File: config.mk
export PLATFORM = sky130hd
export DESIGN_NAME = word_align_ctrl
export DESIGN_NICKNAME = d
export VERILOG_FILES = /design/src/rtl/word_align_ctrl.sv
export SDC_FILE = /design/constraint.sdc
export NUM_CORES = 1
export LEC_CHECK = 0
export CAP_MARGIN = 20
export CORE_AREA = 2 2 85 87
export DETAILED_ROUTE_END_ITERATION = 12
export DIE_AREA = 0 0 87 89
export PLACE_DENSITY = 0.88
export SYNTH_ARGS = -nofsm -noshare
export SYNTH_HDL_FRONTEND = slang
export SYNTH_SLANG_ARGS = --single-unit
File: constraint.sdc
create_clock -name clk160 -period 4.6 [get_ports clk160]
set_input_delay 0.46 -clock clk160 [delete_from_list [all_inputs] [get_ports clk160]]
set_output_delay 0.46 -clock clk160 [all_outputs]
set_load 0.005 [all_outputs]
File: src/rtl/word_align_ctrl.sv
// word_align_ctrl: finds the bit offset (0-7) at which a repeating training
// word lines up in the deserialized P-path stream, re-frames the stream at
// that offset and monitors lock.
// Optional build macro: WORD_ALIGN_INVERT_EN. When defined, the inverted
// training word also matches, and a polarity_inv output records which
// polarity was found at lock. aligned_data is then inverted back to true
// polarity.
module word_align_ctrl #(
  parameter int unsigned MATCH_REQ  = 16,
  parameter int unsigned MISS_MAX   = 4,
  parameter int unsigned SETTLE_CYC = 2
) (
  input  logic        clk160,
  input  logic        totalCounterResetb_manual,
  input  logic [7:0]  D_OUT_P,
  input  logic        delay_ready,
  input  logic        align_enable,
  input  logic [7:0]  sync_pattern,
  output logic [7:0]  aligned_data,
  output logic        aligned_valid,
  output logic [2:0]  bit_offset,
  output logic        locked,
  output logic        align_fail,
  output logic [15:0] lock_loss_cnt
`ifdef WORD_ALIGN_INVERT_EN
  ,
  output logic        polarity_inv
`endif
);

  localparam int unsigned WORD_W = 8;
  localparam int unsigned OFF_W  = 3;
  localparam int unsigned CNT_W  = 8;
  localparam int unsigned SET_W  = 4;
  localparam int unsigned LOSS_W = 16;

  localparam logic [CNT_W-1:0]  MATCH_LAST = CNT_W'(MATCH_REQ - 1);
  localparam logic [CNT_W-1:0]  MISS_LAST  = CNT_W'(MISS_MAX - 1);
  localparam logic [SET_W-1:0]  SETTLE_LD  = SET_W'(SETTLE_CYC);
  localparam logic [LOSS_W-1:0] LOSS_MAX   = {LOSS_W{1'b1}};

  typedef enum logic [2:0] {
    ST_IDLE,
    ST_SEARCH,
    ST_SLIP,
    ST_SETTLE,
    ST_LOCKED
  } state_t;

  state_t              r_state;
  state_t              w_state_nxt;

  // Only the low 7 bits of the previous word ever fall inside a window.
  logic [WORD_W-2:0]   r_prev_low;
  logic [WORD_W-1:0]   r_aligned_data;
  logic                r_aligned_valid;
  logic [OFF_W-1:0]    r_bit_offset;
  logic [OFF_W-1:0]    r_start_off;
  logic [CNT_W-1:0]    r_match_cnt;
  logic [CNT_W-1:0]    r_miss_cnt;
  logic [SET_W-1:0]    r_settle_cnt;
  logic                r_locked;
  logic                r_align_fail;
  logic [LOSS_W-1:0]   r_lock_loss_cnt;

  logic [OFF_W-1:0]    w_off_nxt;
  logic [OFF_W-1:0]    w_start_nxt;
  logic [CNT_W-1:0]    w_match_nxt;
  logic [CNT_W-1:0]    w_miss_nxt;
  logic [SET_W-1:0]    w_settle_nxt;
  logic                w_locked_nxt;
  logic                w_fail_nxt;
  logic [LOSS_W-1:0]   w_loss_nxt;
  logic [OFF_W-1:0]    w_off_inc;

  logic [2*WORD_W-2:0] w_cat;
  logic [WORD_W-1:0]   w_window;
  logic                w_match_true;
  logic                w_search_match;
  logic                w_locked_match;
  logic                w_abort;

`ifdef WORD_ALIGN_INVERT_EN
  logic                r_polarity;
  logic                w_pol_nxt;
  logic                w_match_inv;
`endif

  assign w_cat        = {r_prev_low, D_OUT_P};
  assign w_abort      = !align_enable || !delay_ready;
  assign w_off_inc    = r_bit_offset + OFF_W'(1);
  assign w_match_true = (w_window == sync_pattern);

`ifdef WORD_ALIGN_INVERT_EN
  assign w_match_inv    = (w_window == ~sync_pattern);
  assign w_search_match = w_match_true || w_match_inv;
  assign w_locked_match = r_polarity ? w_match_inv : w_match_true;
  assign polarity_inv   = r_polarity;
`else
  assign w_search_match = w_match_true;
  assign w_locked_match = w_match_true;
`endif

  assign aligned_data  = r_aligned_data;
  assign aligned_valid = r_aligned_valid;
  assign bit_offset    = r_bit_offset;
  assign locked        = r_locked;
  assign align_fail    = r_align_fail;
  assign lock_loss_cnt = r_lock_loss_cnt;

  // Select the 8-bit window starting at the current offset.
  always_comb begin
    w_window = w_cat[WORD_W-1:0];
    case (r_bit_offset)
      3'd0: w_window = w_cat[7:0];
      3'd1: w_window = w_cat[8:1];
      3'd2: w_window = w_cat[9:2];
      3'd3: w_window = w_cat[10:3];
      3'd4: w_window = w_cat[11:4];
      3'd5: w_window = w_cat[12:5];
      3'd6: w_window = w_cat[13:6];
      default: w_window = w_cat[14:7];
    endcase
  end

  // Next-state and next-value logic; abort overrides every other decision.
  always_comb begin
    w_state_nxt  = r_state;
    w_off_nxt    = r_bit_offset;
    w_start_nxt  = r_start_off;
    w_match_nxt  = r_match_cnt;
    w_miss_nxt   = r_miss_cnt;
    w_settle_nxt = r_settle_cnt;
    w_locked_nxt = r_locked;
    w_fail_nxt   = r_align_fail;
    w_loss_nxt   = r_lock_loss_cnt;
`ifdef WORD_ALIGN_INVERT_EN
    w_pol_nxt    = r_polarity;
`endif
    if (w_abort) begin
      w_state_nxt  = ST_IDLE;
      w_locked_nxt = 1'b0;
    end else begin
      case (r_state)
        ST_IDLE: begin
          w_match_nxt  = '0;
          w_miss_nxt   = '0;
          w_locked_nxt = 1'b0;
          w_start_nxt  = r_bit_offset;
          w_state_nxt  = ST_SEARCH;
        end
        ST_SEARCH: begin
          if (!w_search_match) begin
            w_state_nxt = ST_SLIP;
          end else if (r_match_cnt == MATCH_LAST) begin
            w_state_nxt  = ST_LOCKED;
            w_locked_nxt = 1'b1;
            w_miss_nxt   = '0;
            w_fail_nxt   = 1'b0;
`ifdef WORD_ALIGN_INVERT_EN
            w_pol_nxt    = !w_match_true;
`endif
          end else begin
            w_match_nxt = r_match_cnt + CNT_W'(1);
          end
        end
        ST_SLIP: begin
          w_off_nxt    = w_off_inc;
          w_match_nxt  = '0;
          w_settle_nxt = SETTLE_LD;
          w_state_nxt  = ST_SETTLE;
          if (w_off_inc == r_start_off) begin
            w_fail_nxt = 1'b1;
          end
        end
        ST_SETTLE: begin
          if (r_settle_cnt == '0) begin
            w_state_nxt = ST_SEARCH;
          end else begin
            w_settle_nxt = r_settle_cnt - SET_W'(1);
          end
        end
        ST_LOCKED: begin
          if (w_locked_match) begin
            w_miss_nxt = '0;
          end else if (r_miss_cnt == MISS_LAST) begin
            w_state_nxt  = ST_SEARCH;
            w_locked_nxt = 1'b0;
            w_match_nxt  = '0;
            w_start_nxt  = r_bit_offset;
            if (r_lock_loss_cnt != LOSS_MAX) begin
              w_loss_nxt = r_lock_loss_cnt + LOSS_W'(1);
            end
          end else begin
            w_miss_nxt = r_miss_cnt + CNT_W'(1);
          end
        end
        default: begin
          w_state_nxt = ST_IDLE;
        end
      endcase
    end
  end

  // State register.
  always_ff @(posedge clk160 or negedge totalCounterResetb_manual) begin
    if (!totalCounterResetb_manual) begin
      r_state <= ST_IDLE;
    end else begin
      r_state <= w_state_nxt;
    end
  end

  // Control registers: offset, counters, lock/fail flags.
  always_ff @(posedge clk160 or negedge totalCounterResetb_manual) begin
    if (!totalCounterResetb_manual) begin
      r_bit_offset    <= '0;
      r_start_off     <= '0;
      r_match_cnt     <= '0;
      r_miss_cnt      <= '0;
      r_settle_cnt    <= '0;
      r_locked        <= 1'b0;
      r_align_fail    <= 1'b0;
      r_lock_loss_cnt <= '0;
`ifdef WORD_ALIGN_INVERT_EN
      r_polarity      <= 1'b0;
`endif
    end else begin
      r_bit_offset    <= w_off_nxt;
      r_start_off     <= w_start_nxt;
      r_match_cnt     <= w_match_nxt;
      r_miss_cnt      <= w_miss_nxt;
      r_settle_cnt    <= w_settle_nxt;
      r_locked        <= w_locked_nxt;
      r_align_fail    <= w_fail_nxt;
      r_lock_loss_cnt <= w_loss_nxt;
`ifdef WORD_ALIGN_INVERT_EN
      r_polarity      <= w_pol_nxt;
`endif
    end
  end

  // Datapath: previous-word history and the re-framed output word.
  always_ff @(posedge clk160 or negedge totalCounterResetb_manual) begin
    if (!totalCounterResetb_manual) begin
      r_prev_low      <= '0;
      r_aligned_data  <= '0;
      r_aligned_valid <= 1'b0;
    end else begin
      r_prev_low      <= D_OUT_P[WORD_W-2:0];
`ifdef WORD_ALIGN_INVERT_EN
      r_aligned_data  <= r_polarity ? ~w_window : w_window;
`else
      r_aligned_data  <= w_window;
`endif
      r_aligned_valid <= (r_state == ST_LOCKED) && !w_abort;
    end
  end

endmodule

# Yosys cells after proc, flatten, opt, wreduce, memory -nomap -nowiden
# Index checks and enable logic that the tools add are counted.
# word_totals
out_inout_bits	30
regBits	63
elab_cells	105
# op_classes
n_addsub	5
mux	33
n_reduce_logical	24
n_bitwise	2
n_eq_ne	29
# op_table
operator	n
$mux W8	8
$pmux W8 S7	1
$pmux W8 S3	2
$mux W3	8
$reduce_and A5 Y1	4
$ne A3 B3 Y1 const B	6
$add A16 B1 Y16 const B	1
$add A8 B1 Y8 const B	2
$ne A16 B16 Y1 const B	1
$pmux W3 S5	1
$ne A2 B2 Y1 const B	7
$eq A3 B2 Y1 const B	4
$eq A3 B3 Y1 const B	4
$eq A8 B2 Y1 const B	1
$eq A8 B4 Y1 const B	1
$eq A8 B8 Y1	1
$mux W1	8
$pmux W4 S2	1
$reduce_and A4 Y1	2
$eq A3 B1 Y1 const B	2
$logic_not A3 Y1	2
$pmux W3 S2	1
$reduce_and A6 Y1	1
$reduce_bool A2 Y1	3
17 further kinds	21

# Longest topological paths before layout
# Gate-level depths: netlist of run 1.
# depth
word_depth	6
ltp_mapped	17
ltp_nobuf	11

# Worst setup path before layout of run 1
# Ideal clock, no wire load.
# synth_path
path_kind	reg-to-reg
startpoint	register r_bit_offset[2] (netlist: bit_offset[2])
endpoint	register r_match_cnt[1]
setup_ps	125
t_required_ps	4475
path_slack_ps	1367
synth_period_minus_slack_ps	3233
stages_incl_launch_ff	16
n_path_buf	4
arrival_time_ps	3108
path_cell_list	dfrtp_1 buf_6 buf_6 inv_1 ha_1 nor4_4 nor2_2 a222oi_1 nand4_1 a211o_1 or2_1 buf_6 mux2i_1 nand2b_1 buf_6 mux2_4
# synth_between
elab_chain_cells	5
# synth_rtl
element	line	text
from (decl)	57	logic [OFF_W-1:0] r_bit_offset;
from (signal assigned)	229	r_bit_offset <= w_off_nxt;
$eq A3 B3 Y1, or another cell as far along	114	case (r_bit_offset)
$pmux W8 S7 (*)	114	
$eq A8 B8 Y1 (*)	92	assign w_match_true = (w_window == sync_pattern);
$ne A2 B2 Y1 (no source line)	-	
$reduce_and A6 Y1 (no source line) (*)	-	
to (signal assigned)	231	r_match_cnt <= w_match_nxt;
to (decl)	59	logic [CNT_W-1:0] r_match_cnt;
# Every way passes the cells marked *; elsewhere a longest branch is shown, timed or not.
# A chain may end at the register's enable or synchronous reset.

# Worst setup path in the final report of run 1
# layout_path
startpoint	register r_bit_offset[0] (netlist: bit_offset[0])
endpoint	register r_miss_cnt[4]
# layout_between
elab_chain_cells	5
# layout_rtl
element	line	text
$eq A3 B3 Y1, or another cell as far along	114	
$pmux W8 S7 (*)	114	
$eq A8 B8 Y1 (*)	92	
$ne A3 B3 Y1 (no source line), or another cell as far along	-	
$reduce_and A5 Y1 (no source line) / $pmux W8 S3 (equally long branches)	-	
to (signal assigned)	232	r_miss_cnt <= w_miss_nxt;
to (decl)	60	logic [CNT_W-1:0] r_miss_cnt;
# Marked as above.

==> results by group, run 1 <==
Synthesis
  • Mapped Nets: 381
  • Syn_area_per_cell: 10.3 um2
  • Synthesized-area fraction occupied by adder cells: 0.0346
  • Seq/Total Area, Yosys: 0.436
  • Main combinational cell family by area after synthesis: compound AO/OA/AOI/OAI gates
  • Post-synthesis mux area share: 0.0519
  • Yosys reg bits: 63
  • Post-Syn Instances: 351
  • Number of flops mapped to enable cells by yosys: 0
  • Synthesized area: 3620 um2
  • Synth Area in Simple Gates: 0.175
  • Post-synthesis compound-gate area fraction: 0.186
  • Ys async rst share: 1.00
  • Synth Area in XOR/XNOR: 0.0723
  • Warnings from Yosys: 0
  • Top_reg_cell synth: dfrtp_1
  • Synth cell types: 68

Clock network
  • CTS Buffer Depth: 2
  • Hold-fix buffers, CTS: 0
  • CTS tree: yes
  • Post-CTS sizing: 0
  • Clock latency on the worst-skew pair: 0.35 ns
  • H-Tree Depth: 3
  • Worst-path clk slew: around 0.080 ns
  • Total clock sinks: 63
  • TritonCTS buffer count: 9
  • Root buffer cell: clkbuf_8
  • Post-CTS Setup Repair Bufs: 0

Finish
  • Fillers: 504
  • Area used by multi-input combinational logic: roughly 1900 um2
  • Layout overhead on the synthesized area: 20.4%
  • Nets: 426
  • # diodes: 0
  • Commonest non-fill, non-tap cells in the layout: dfrtp_1, clkdlybuf4s50_1, nor2_1
  • Seq. cell area: 1580 um2
  • Commonest non-fill, non-tap cell in the layout: dfrtp_1
  • Share of cells above drive strength 1: 0.102
  • Fin cells: 481
  • Final instance area: 4360 um2

Placement
  • Cell total after placement: 465
  • Estimated wirelength of the detail-placed design: 5.57 mm
  • I/O Buffers: around 50
  • Placed Area: just over 4000 um2
  • GP Congestion: roughly 0.84

Routing
  • Routed via count: between 2,000 and 3,000
  • Post-DR vias/cell: 6.10
  • First DRT Iteration DRCs: 354
  • Remaining antenna violation count: 0
  • Post-route DRC: 0
  • DRT Pass-1 Iters: 5
  • Final WL: 8.05 mm
  • Avg WL per Cell: 16.7 um

Pwr
  • P_leak: 0.00190 uW
  • Worst VDD drop: 0.248 mV
  • Pwr dens: around 530 nW/um2

Setup path
  • Slowest CP cell: nor4_4
  • Worst r2r path cells: 11
  • CP cell instances: ha_1 > ha_1 > nor4_4 > nor2_2 > a222oi_1 > nand4_1 > or3_1 > o32ai_2 > o21ai_1 > or4b_1 > nand2_1
  • Critical Path RT: 4.89 ns
  • R2r setup slk: roughly 0.72 ns
  • Delay-heaviest family, CP: simple AND/OR/NAND/NOR gates
  • Crit. End Element: flop
  • Critical R2R Launch: bit_offset[0]
  • Slowest stage delay, CP: 0.59 ns
  • WP buf/inv: 0
  • Most frequent CP cell: ha_1
  • Critical Path Start Type: flop
  • Crit path arrival time: 4.17 ns
  • CP Class: reg -> reg
  • Reg2reg end: r_miss_cnt[4]
  • Worst path depth: 11
  • Critical Path Fanout Max: 13

Timing
  • Unrepaired setup endpoints after global routing: false
  • Setup Viol. Count Final: 0
  • Fmax: 0.258 GHz
  • Worst-Margin Slew: 0.895 ns
  • Slew margin rel.: 0.399
  • Crit path time final: 3.88 ns
  • Period utilisation layout: 0.844
  • Hold Violations, Final: 0
  • Max-slew violation count: 0
  • Clk_skew: between 0.01 and 0.015 ns
  • Total negative slack: 0 ns

Global routing
  • Antenna violations before repair: 0
  • Largest net degree at the start of global routing: 64
  • GRT overflow: 0
  • First-pass GRT wire length: 13.5 mm
  • Number of global-route vias before repair: 2,866
  • Total GRT Usage: 0.221

Floorplanning
  • Die Footprint: roughly 7700 um2
  • Core ar.: 6720 um2
  • Die Span X: between 80 and 90 um
  • Starting Density: 0.539
  • Height of the die: 89 um
  • Num rows: 30
  • IO Pins: 50

Hold path
  • Min-Delay Path Class: in -> async

Job
  • Max-cap violation count: 0

Outcome
  • Status: finished, final reports clean
-- kinds of logic after synthesis --
| family | Yosys count |
|---|---|
| compound gates | 90 |
| xor+xnor | 29 |
| fa+ha+maj | 10 |
| buf+inv | 29 |
| flops | 63 |
| mux | 16 |
| simple gates | 114 |
-- metrics by stage --
step	worst slack (ns)	hold WS (ns)	util	power [uW]
2_1_floorplan	1.37	0.164	-	1430
3_3_place_gp	0.907	0.476	0.611	1660
3_5_place_dp	0.778	0.482	0.611	1680
4_1_cts	0.760	0.307	0.648	2290
5_1_grt	0.448	0.343	0.648	2420
6_report	0.718	0.280	0.648	2290
-- metal layers --
layer | part of all wire | track usage
met1 | 0.45 | 0.286
met3 | 0.049 | 0.0369
met4 | 0.015 | 0.0781
met2 | 0.48 | 0.378
met5 | 0 | 0
-- report_power, final --
part	internal [uW]	switching (uW)	leakage (uW)
Sequential	641	59.5	0.000821
Clock	368	240	0.000126
Combinational	458	521	0.000951
Total	1470	821	0.00190
-- area by class of cell --
cell class / instances / area share
Inverter: 11 / 0.00948
Clock buffer: 9 / 0.0284
Timing Repair Buffer: 52 / 0.117
Multi-Input combinational cell: 259 / 0.431
Clock inverter: 7 / 0.0293
Tap cell: 80 / 0.0230
Sequential cell: 63 / 0.362
-- worst max path at each step --
stage | start | to | slack [ns]
6_report | bit_offset[0] | r_miss_cnt[4] | 0.72
5_1_grt | bit_offset[0] | r_miss_cnt[4] | 0.45
4_1_cts | bit_offset[0] | r_miss_cnt[4] | 0.76
3_5_place_dp | bit_offset[0] | r_miss_cnt[4] | 0.78
3_3_place_gp | bit_offset[0] | r_miss_cnt[4] | 0.91
2_1_floorplan | bit_offset[2] | r_match_cnt[1] | 1.37
-- sequential cells by signal, summed over array words and instances (netlist names) --
name / count
aligned_data: 8
aligned_valid: 1
r_start_off: 3
r_settle_cnt: 4
r_match_cnt: 8
locked: 1
r_prev_low: 7
r_miss_cnt: 8
r_state: 3
lock_loss_cnt: 16
bit_offset: 3
align_fail: 1
-- synthesized netlist by cell type, drive strengths merged, types with 2 or more instances --
library cell  number  area share
or4                3      0.0073
mux2i              3      0.0083
o21ai             18       0.025
or2                4      0.0069
dfrtp             63        0.44
clkbuf             7      0.0073
nor2              22       0.024
a31oi              2      0.0035
xor2               8       0.019
and3              11       0.019
a221oi             7       0.020
a222oi             2      0.0055
a211oi             3      0.0076
a21o               3      0.0062
o32a               2      0.0055
inv               11       0.011
a21oi             16       0.022
mux2              13       0.044
nand4             10       0.019
nand2             20       0.021
nor4               4       0.011
nor3               6      0.0097
nand3             12       0.017
buf               11       0.026
o31ai              4      0.0083
a22oi              5       0.010
ha                10       0.035
xnor2             21       0.053
a41oi              2      0.0048
a21bo              2      0.0055
a22o               5       0.012
nand2b             6       0.010
o21ba              4       0.011
nor2b              6       0.010
or3                3      0.0052
and2               4      0.0069
Power figures use the tool's default switching activity.
==> run 2: changes to the inputs <==
==> constraint.sdc (replaced) <==
create_clock -name clk160 -period 3.75 [get_ports clk160]
set_input_delay 0.375 -clock clk160 [delete_from_list [all_inputs] [get_ports clk160]]
set_output_delay 0.375 -clock clk160 [all_outputs]
set_load 0.005 [all_outputs]
==> run 2 against run 1 <==
Effect of this change: clock power is 3.3% lower; count of clock-buffer cells in the layout stayed put; critical endpoint is now r_match_cnt[1]; largest cell class unchanged; wire length is 1.8% higher.
==> results by group, run 2 (synthesized netlist as in run 1, its figures left out) <==
Finish
  • Fillers: 499 (was 504)
  • Seq. cell area: 1580 um2 (unchanged)
  • # diodes: 0 (unchanged)
  • Nets: 432 (was 426)
  • Share of cells above drive strength 1: 0.130 (was 0.102)
  • Commonest non-fill, non-tap cells in the layout: dfrtp_1, clkdlybuf4s50_1, nor2_1 (unchanged)
  • Commonest non-fill, non-tap cell in the layout: dfrtp_1 (unchanged)
  • Area used by multi-input combinational logic: 1900 um2 (was 1880 um2)
  • Layout overhead on the synthesized area: 20.8% (was 20.4%)
  • Max reg flops: 16 (unchanged)

Routing
  • DRT Pass-1 Iters: 5 (unchanged)
  • Post-DR vias/cell: 6.10 (about the same)
  • First DRT Iteration DRCs: 376 (was 354)
  • Post-route DRC: 0 (unchanged)
  • Final WL: 8.19 mm (was 8.05 mm)
  • Avg WL per Cell: 16.8 um (was 16.7 um)
  • Remaining antenna violation count: 0 (unchanged)
  • Routed via count: 2,970 (was 2,932)

Global routing
  • First-pass GRT wire length: 13.5 mm (about the same)
  • Largest net degree at the start of global routing: 43 (was 64)
  • Number of global-route vias before repair: 2,761 (was 2,866)
  • Antenna violations before repair: 0 (unchanged)
  • Total GRT Usage: 0.224 (was 0.221)
  • GRT overflow: 0 (unchanged)

Timing
  • Period utilisation layout: 0.936 (was 0.844)
  • Max-slew violation count: 0 (unchanged)
  • Unrepaired setup endpoints after global routing: false (unchanged)
  • Hold Violations, Final: 0 (unchanged)
  • Setup Viol. Count Final: 0 (unchanged)
  • Total negative slack: 0 ns (unchanged)
  • Clk_skew: 0.0107 ns (was 0.0101 ns)
  • Worst-Margin Slew: 0.923 ns (was 0.895 ns)
  • Slew margin rel.: 0.385 (was 0.399)
  • Fmax: 0.285 GHz (was 0.258 GHz)
  • Crit path time final: 3.51 ns (was 3.88 ns)

Outcome
  • Status: finished, final reports clean (unchanged)

Pwr
  • Pint: 1700 uW (was 1470 uW)
  • Worst VDD drop: 0.356 mV (was 0.248 mV)
  • Sequential fraction of design power: 0.317 (was 0.306)
  • P_leak: 0.00190 uW (about the same)
  • Switching Power: 1020 uW (was 821 uW)
  • Combinational Power Share: 0.467 (was 0.428)
  • Clock power share: 0.216 (was 0.266)
  • Tot Pwr: 2720 uW (was 2290 uW)
  • Switching Share: 0.376 (was 0.359)
  • Pwr dens: 622 nW/um2 (was 525 nW/um2)

Job
  • Max-cap violation count: 0 (unchanged)

Floorplanning
  • IO Pins: 50 (unchanged)
  • Die Span X: 87 um (unchanged)
  • Starting Density: 0.539 (unchanged)
  • Num rows: 30 (unchanged)
  • Core ar.: 6720 um2 (unchanged)
  • Height of the die: 89 um (unchanged)
  • Die Footprint: 7740 um2 (unchanged)

Clock network
  • Root buffer cell: clkbuf_8 (unchanged)
  • CTS tree: yes (unchanged)
  • Hold-fix buffers, CTS: 0 (unchanged)
  • Clock latency on the worst-skew pair: 0.34 ns (was 0.35 ns)
  • Total clock sinks: 63 (unchanged)
  • H-Tree Depth: 3 (unchanged)
  • Worst-path clk slew: 0.07 ns (was 0.08 ns)
  • TritonCTS buffer count: 9 (unchanged)
  • CTS Buffer Depth: 2 (unchanged)

Setup path
  • CP Class: reg -> reg (unchanged)
  • Critical Path Fanout Max: 12 (was 13)
  • Critical Path Start Type: flop (unchanged)
  • Crit path arrival time: 3.74 ns (was 4.17 ns)
  • Crit. End Element: flop (unchanged)
  • Critical Path RT: 3.98 ns (was 4.89 ns)

Placement
  • Estimated wirelength of the detail-placed design: 5.85 mm (was 5.57 mm)
  • GP Congestion: 0.919 (was 0.835)
  • I/O Buffers: 49 (unchanged)

Hold path
  • Min-Delay Path Class: in -> async (unchanged)
## run 2: changes by cell type in the layout (fill, tap and decap cells not counted), moves of 2 or more
cell | before | now
buf_4 | 3 | 9
bufinv_16 | 3 | 1
ha_1 | 10 | 7
clkinv_2 | 0 | 2
clkinvlp_4 | 0 | 2
ha_2 | 0 | 3
## run 2: metrics by stage
stage / util / area (um2) / hold WS, ns / setup slack [ns] / instances
2_1_floorplan: - / 3620 / 0.0794 / 0.517 / 351
3_3_place_gp: 0.615 / 4140 / 0.476 / 0.231 / 469
3_5_place_dp: 0.615 / 4140 / 0.481 / 0.111 / 469
4_1_cts: 0.645 / 4330 / 0.197 / 0.103 / 485
5_1_grt: 0.651 / 4370 / 0.247 / 0.00481 / 487
6_report: 0.651 / 4370 / 0.164 / 0.239 / 487
## run 2: worst paths after layout
path | slack [ns] | startpoint | endpoint | cells after the start
max | 0.24 | bit_offset[0] | r_match_cnt[1] | 11
min in group clk160 | 0.49 | lock_loss_cnt[8] | lock_loss_cnt[8] | 1
min | 0.16 | totalCounterResetb_manual | bit_offset[2] | 1
min reg2reg | 0.49 | lock_loss_cnt[8] | lock_loss_cnt[8] | 1
max reg2reg | 0.24 | bit_offset[0] | r_match_cnt[1] | 11
max in group asynchronous | 2.76 | totalCounterResetb_manual | r_miss_cnt[7] | 2
## run 2: routing by layer
| metal | global-route usage | part of all wire | vias to the layer above |
|---|---|---|---|
| met2 | 0.351 | 0.48 | 95 |
| li1 | - | - | 1393 |
| met3 | 0.0499 | 0.042 | 13 |
| met4 | 0.0753 | 0.018 | 0 |
| met5 | 0 | 0 | - |
| met1 | 0.309 | 0.46 | 1469 |
## run 2: worst max-delay path, cell delays in order, from the launching register on
cell and delay (ns):
dfrtp_1 0.46, ha_1 0.24, ha_1 0.23, or4_4 0.64, o211ai_1 0.13, o32a_1 0.27, xnor2_2 0.14, nand4_2 0.15
or2_1 0.33, mux2i_1 0.20, nand2b_1 0.23, mux2_4 0.35
## run 2: what timing repair did
| item | CTS | global route |
|---|---|---|
| endpoints found under the setup margin | 0 | 26 |
| resized for setup | 0 | 7 |
| setup buffers | 0 | 2 |
## run 2: area by class of cell
type,count,share of cell area
Inverter,11,0.00944
Clock buffer,9,0.0283
Sequential cell,63,0.361
Tap cell,80,0.0229
Clock inverter,7,0.0166
Multi-Input combinational cell,259,0.436
Timing Repair Buffer,58,0.127
## run 2: power groups by stage
stage          registers [uW]  clock network [uW]  logic, uW
6_report                  861                 588       1270
5_1_grt                   871                 628       1380
3_3_place_gp              866                   0       1180
2_1_floorplan             862                   0        898
4_1_cts                   860                 598       1210
3_5_place_dp              875                   0       1200
==> run 3: changes to the inputs <==
--- a/config.mk
+++ b/config.mk
@@ -7,6 +7,7 @@
 export LEC_CHECK = 0
 export CAP_MARGIN = 20
 export CORE_AREA = 2 2 85 87
+export CTS_CLUSTER_DIAMETER = 40
 export DETAILED_ROUTE_END_ITERATION = 12
 export DIE_AREA = 0 0 87 89
 export PLACE_DENSITY = 0.88
==> results of run 3 <==
Same layout as run 2: the final DEF is identical, and so are final timing and power.
==> edit 1 (config.mk and constraints of run 2) <==
Compare `r_match_cnt` against `MATCH_LAST` with >= in place of ==.
--- a/src/rtl/word_align_ctrl.sv
+++ b/src/rtl/word_align_ctrl.sv
@@ -153,5 +153,5 @@
           if (!w_search_match) begin
             w_state_nxt = ST_SLIP;
-          end else if (r_match_cnt == MATCH_LAST) begin
+          end else if (r_match_cnt >= MATCH_LAST) begin
             w_state_nxt  = ST_LOCKED;
             w_locked_nxt = 1'b1;
Behaviour: same outputs for any inputs over 10 cycles, from zero or initial values and one cycle with totalCounterResetb_manual low; that may be too few to reach the edited logic, so the function may still have changed.
==> edit 1 against run 2 <==
Design area is 2.4% lower. Area after synthesis fell by 4.4%. Sequential cell count unchanged. Combinational power shrank 24%. Critical path type unchanged. Routed wire length is 3.1% lower. Largest cell class unchanged. Total power fell by 7.2%. Worst setup slack improved by 0.022 ns.
==> edit 1: results (changes against run 2) <==
<table>
<tr><th>Metric</th><th>Value</th></tr>
<tr><th colspan="2">Outcome</th></tr>
<tr><td>Run status</td><td>completed</td></tr>
<tr><th colspan="2">Setup path</th></tr>
<tr><td>Critical path peak fanout</td><td>13 (+1)</td></tr>
<tr><td>Flop-to-flop setup slack</td><td>0.26 ns (+0.02 ns)</td></tr>
<tr><td>Worst reg2reg path depth</td><td>10 (-1)</td></tr>
<tr><th colspan="2">STA</th></tr>
<tr><td>Hold slack</td><td>0.461 ns (+0.297 ns)</td></tr>
<tr><td>Worst-case clock skew</td><td>0.0108 ns (+0.000101 ns)</td></tr>
<tr><td>Headroom to the max-slew limit</td><td>58.3% (+20 points)</td></tr>
<tr><th colspan="2">Placement</th></tr>
<tr><td>Placed cell areas</td><td>3980 µm² (-3.7%)</td></tr>
<tr><td>Post-placement cell count</td><td>450 (-4.1%)</td></tr>
<tr><td>Final HPWL from detailed placement</td><td>5490 µm (-6.0%)</td></tr>
<tr><th colspan="2">Drt</th></tr>
<tr><td>Detailed Routing Iterations Pass 1</td><td>6 (+1)</td></tr>
<tr><td>WL/cell</td><td>16.9 µm (+0.59%)</td></tr>
<tr><td>Met3 WL</td><td>612 µm (+76%)</td></tr>
<tr><td>Amount of wire on met2 after detailed routing</td><td>3800 µm (-2.4%)</td></tr>
<tr><td>M1 wire length</td><td>3320 µm (-13%)</td></tr>
<tr><td>Number of DRC markers in iteration 0</td><td>155 (-59%)</td></tr>
<tr><th colspan="2">GRT</th></tr>
<tr><td>Pin count of the biggest net entering global routing</td><td>47 (+9.3%)</td></tr>
<tr><td>Via count of the first global-routing pass</td><td>2792 (+1.1%)</td></tr>
<tr><td>Overall fraction of global-route tracks in use</td><td>22.2% (-0.21 points)</td></tr>
<tr><td>Global-route track usage on met1</td><td>28.2% (-2.7 points)</td></tr>
<tr><td>Wire length of the first global-routing pass</td><td>13200 µm (-2.1%)</td></tr>
<tr><th colspan="2">Cells and area</th></tr>
<tr><td>Filler cells</td><td>520 (+4.2%)</td></tr>
<tr><td>Final nets</td><td>414 (-4.2%)</td></tr>
<tr><th colspan="2">Logic synthesis</th></tr>
<tr><td>Sequential-to-total area share from yosys stat</td><td>45.6% (+2.0 points)</td></tr>
<tr><td>Commonest cells in the netlist</td><td>63 x sky130_fd_sc_hd__dfrtp_1, 22 x sky130_fd_sc_hd__nand2_1, 21 x sky130_fd_sc_hd__nor2_1, 21 x sky130_fd_sc_hd__xnor2_1, 18 x sky130_fd_sc_hd__a21oi_1</td></tr>
</table>
-- edit 1: cell count changes in the layout (fill, tap and decap cells not counted), sizes merged, moves of 4 or more --
cell	delta
a22o	-4
a31oi	+6
o21ai	-8
o31ai	-4
nand2b	-6
nand4	-5
mux2i	+4
nand3	+4
-- edit 1: area by class of cell --
cell class                 count  area [µm²]  share of cell area [%]
multi-input combinational    241        1740                    40.8
clock buffer                   9         124                    2.90
tap                           80         100                    2.35
timing repair buffer          57         561                    13.1
sequential                    63        1580                    37.0
inverter                      12        45.0                    1.06
clock inverter                 7         120                    2.82
-- edit 1: power breakdown --
group	internal [mW]	switching [mW]	total [mW]
Combinational	0.489	0.481	0.970
Sequential	0.771	0.0593	0.830
Clock	0.443	0.278	0.721
-- edit 1: kinds of logic after synthesis --
logic type / count (synthesis) / share of synthesized area [%]
and+or+nand+nor: 107 / 16.7
DFF: 63 / 45.6
muxes: 18 / 5.71
buffers and inverters: 28 / 4.16
xor gates and xnor gates: 27 / 7.05
adders and majority gates: 10 / 3.62
AOI/OAI and AO/OA: 79 / 17.1
-- edit 1: worst max path at each step --
stage / endpoint / cells after the start / start
finish: r_match_cnt[1] / 10 / bit_offset[0]
global route: lock_loss_cnt[1] / 10 / bit_offset[0]
CTS: r_match_cnt[1] / 10 / bit_offset[0]
detailed placement: r_match_cnt[1] / 10 / bit_offset[0]
global placement: r_match_cnt[1] / 10 / bit_offset[0]
floorplan: r_match_cnt[1] / 12 / bit_offset[0]
-- edit 1: through the flow --
stage          power (mW)  setup WS, ns
5_1_grt              2.66        0.0421
3_5_place_dp         1.79         0.298
2_1_floorplan        1.52         0.495
3_3_place_gp         1.76         0.413
6_report             2.52         0.261
4_1_cts              2.53         0.271
==> edit 2 (settings of run 2) <==
Without the edit above. Add a define of `WORD_ALIGN_INVERT_EN`.
--- a/src/rtl/word_align_ctrl.sv
+++ b/src/rtl/word_align_ctrl.sv
@@ -6,4 +6,6 @@
 // polarity was found at lock. aligned_data is then inverted back to true
 // polarity.
+`define WORD_ALIGN_INVERT_EN
+
 module word_align_ctrl #(
   parameter int unsigned MATCH_REQ  = 16,
Behaviour (old outputs only; new: polarity_inv): not the same (Yosys sat finds a counterexample within 4 cycles, from zero or initial values and one cycle with totalCounterResetb_manual low).
==> edit 2 against run 2 <==
Total power increased by 6.3%. Sequential cell count increased by 1. Cell count increased by 4.5%. Area after synthesis increased by 3.2%. Worst setup slack got worse by 0.15 ns. Design area increased by 6.1%. Routed wire length increased by 6.6%. Largest power group unchanged.
==> edit 2: results (changes against run 2) <==
<table>
<tr><th>Metric</th><th>Value</th></tr>
<tr><th colspan="2">GRT</th></tr>
<tr><td>Pin count of the biggest net entering global routing</td><td>39 (-9.3%)</td></tr>
<tr><td>Overall fraction of global-route tracks in use</td><td>23.0% (+0.65 points)</td></tr>
<tr><td>GR met3 Demand/Resource</td><td>4.62% (-0.37 points)</td></tr>
<tr><td>Via count of the first global-routing pass</td><td>2848 (+3.2%)</td></tr>
<tr><td>Global-route track usage on met1</td><td>32.2% (+1.3 points)</td></tr>
<tr><th colspan="2">Logic synthesis</th></tr>
<tr><td>Synthesized-area fraction occupied by xor and xnor cells</td><td>8.64% (+1.4 points)</td></tr>
<tr><td>Share of synthesized cell area in full adder, half adder and majority cells</td><td>3.35% (-0.11 points)</td></tr>
<tr><td>Sequential-to-total area share from yosys stat</td><td>42.9% (-0.69 points)</td></tr>
<tr><td>Commonest cells in the netlist</td><td>64 x sky130_fd_sc_hd__dfrtp_1, 26 x sky130_fd_sc_hd__nand2_1, 21 x sky130_fd_sc_hd__xnor2_1, 20 x sky130_fd_sc_hd__nor2_1, 20 x sky130_fd_sc_hd__o21ai_0</td></tr>
<tr><td>Syn_nets</td><td>395 (+3.7%)</td></tr>
<tr><td>Multiplexer area fraction after synthesis</td><td>5.53% (+0.34 points)</td></tr>
<tr><td>Unique cell type count in the Yosys netlist</td><td>59 (-13%)</td></tr>
<tr><th colspan="2">Setup path</th></tr>
<tr><td>Data arrival time of the critical path</td><td>3.88 ns (+0.14 ns)</td></tr>
<tr><td>Critical path peak fanout</td><td>9 (-3)</td></tr>
<tr><th colspan="2">Placement</th></tr>
<tr><td>Dpl ws</td><td>-0.0710 ns (-0.182 ns)</td></tr>
<tr><td>Final weighted congestion in routability-driven placement</td><td>0.890 (-3.1%)</td></tr>
<tr><td>Final HPWL from detailed placement</td><td>6070 µm (+3.9%)</td></tr>
<tr><td>Number of port buffers</td><td>50 (+2.0%)</td></tr>
<tr><th colspan="2">STA</th></tr>
<tr><td>Headroom to the max-slew limit</td><td>33.4% (-5.1 points)</td></tr>
<tr><td>Worst-case clock skew</td><td>0.00878 ns (-0.00196 ns)</td></tr>
<tr><th colspan="2">Cells and area</th></tr>
<tr><td>Fraction of final layout cells with drive strength greater than 1</td><td>17.2% (+4.2 points)</td></tr>
<tr><td>Final nets</td><td>454 (+5.1%)</td></tr>
<tr><th colspan="2">Outcome</th></tr>
<tr><td>Run status</td><td>completed</td></tr>
<tr><th colspan="2">Power and ir drop</th></tr>
<tr><td>Switching power total</td><td>1.01 mW (-1.4%)</td></tr>
<tr><td>Max IR drop VDD</td><td>0.534 mV (+50%)</td></tr>
<tr><td>Total leakage power</td><td>1.96 nW (+2.9%)</td></tr>
<tr><th colspan="2">Hold path</th></tr>
<tr><td>Min-delay worst type</td><td>input pin to asynchronous set/reset pin</td></tr>
<tr><th colspan="2">Drt</th></tr>
<tr><td>Overall via count from detail_route</td><td>3127 (+5.3%)</td></tr>
<tr><td>Number of DRC markers in iteration 0</td><td>197 (-48%)</td></tr>
</table>
edit 2: power by group through the flow:
stage	Combinational, mW	Sequential (mW)	Clock (mW)
finish	1.34	0.850	0.696
global route	1.44	0.858	0.736
CTS	1.20	0.849	0.703
detailed placement	1.17	0.862	0
global placement	1.14	0.856	0
floorplan	0.873	0.852	0
edit 2: layout make-up:
type                    count  area, µm²
clock buffers              12        165
clock inverters             4       75.1
fillers                   504       2080
inverters                   8       30.0
multi-input cells         278       2070
flip-flops and latches     64       1600
well taps                  80        100
repair buffers             63        593
edit 2: cell families (layout without fill, tap and decap cells):
kind of cell	count (synthesis)	count (layout)
and+or+nand+nor	122	123
buffers and inverters	24	87
AOI/OAI and AO/OA	92	92
muxes	17	17
DFF	64	64
adders and majority gates	10	10
xor gates and xnor gates	36	36
edit 2: critical path: stages, from the launching register on:
cell                      delay [ns]
sky130_fd_sc_hd__dfrtp_2        0.43
sky130_fd_sc_hd__inv_1          0.18
sky130_fd_sc_hd__ha_2           0.32
sky130_fd_sc_hd__buf_4          0.19
sky130_fd_sc_hd__a22oi_1        0.10
sky130_fd_sc_hd__mux2_2         0.30
sky130_fd_sc_hd__a21oi_2        0.26
sky130_fd_sc_hd__xnor2_2        0.15
sky130_fd_sc_hd__nor4_1         0.08
sky130_fd_sc_hd__and4_4         0.21
sky130_fd_sc_hd__mux2_4         0.30
sky130_fd_sc_hd__a31o_1         0.29
sky130_fd_sc_hd__or3_4          0.39
sky130_fd_sc_hd__mux2_4         0.31
edit 2: timing repair:
item                                    4_1_cts  5_1_grt
endpoints found under the setup margin        7       18
gates cloned                                  0        1
endpoints found under the hold margin         0        0
setup buffers                                 0        5
resized for setup                             2       11
pin swaps                                     0        4
hold buffers                                  0        0
edit 2: layer usage:
metal | share of wire [%] | vias to the layer above
met3 | 6.1 | 20
met4 | 2.1 | 0
met5 | 0 | -
li1 | - | 1469
met2 | 48 | 111
met1 | 44 | 1527
edit 2: worst paths after layout:
path	start	slack, ns	to	cells after the start
worst max-delay path	bit_offset[0]	0.09	r_start_off[2]	13
worst min-delay path	totalCounterResetb_manual	0.13	lock_loss_cnt[9]	1
worst max register to register	bit_offset[0]	0.09	r_start_off[2]	13
worst min register to register	r_match_cnt[7]	0.50	r_match_cnt[7]	1
max in group asynchronous	totalCounterResetb_manual	2.75	aligned_data[3]	2
min in group clk160	D_OUT_P[0]	0.49	r_prev_low[0]	1
edit 2: per-stage QoR:
step / total power [mW] / instances / setup TNS [ns]
6_report: 2.89 / 509 / 0
5_1_grt: 3.04 / 509 / -0.223
4_1_cts: 2.75 / 503 / 0
3_5_place_dp: 2.03 / 487 / -0.275
3_3_place_gp: 2.00 / 487 / 0
2_1_floorplan: 1.73 / 365 / 0
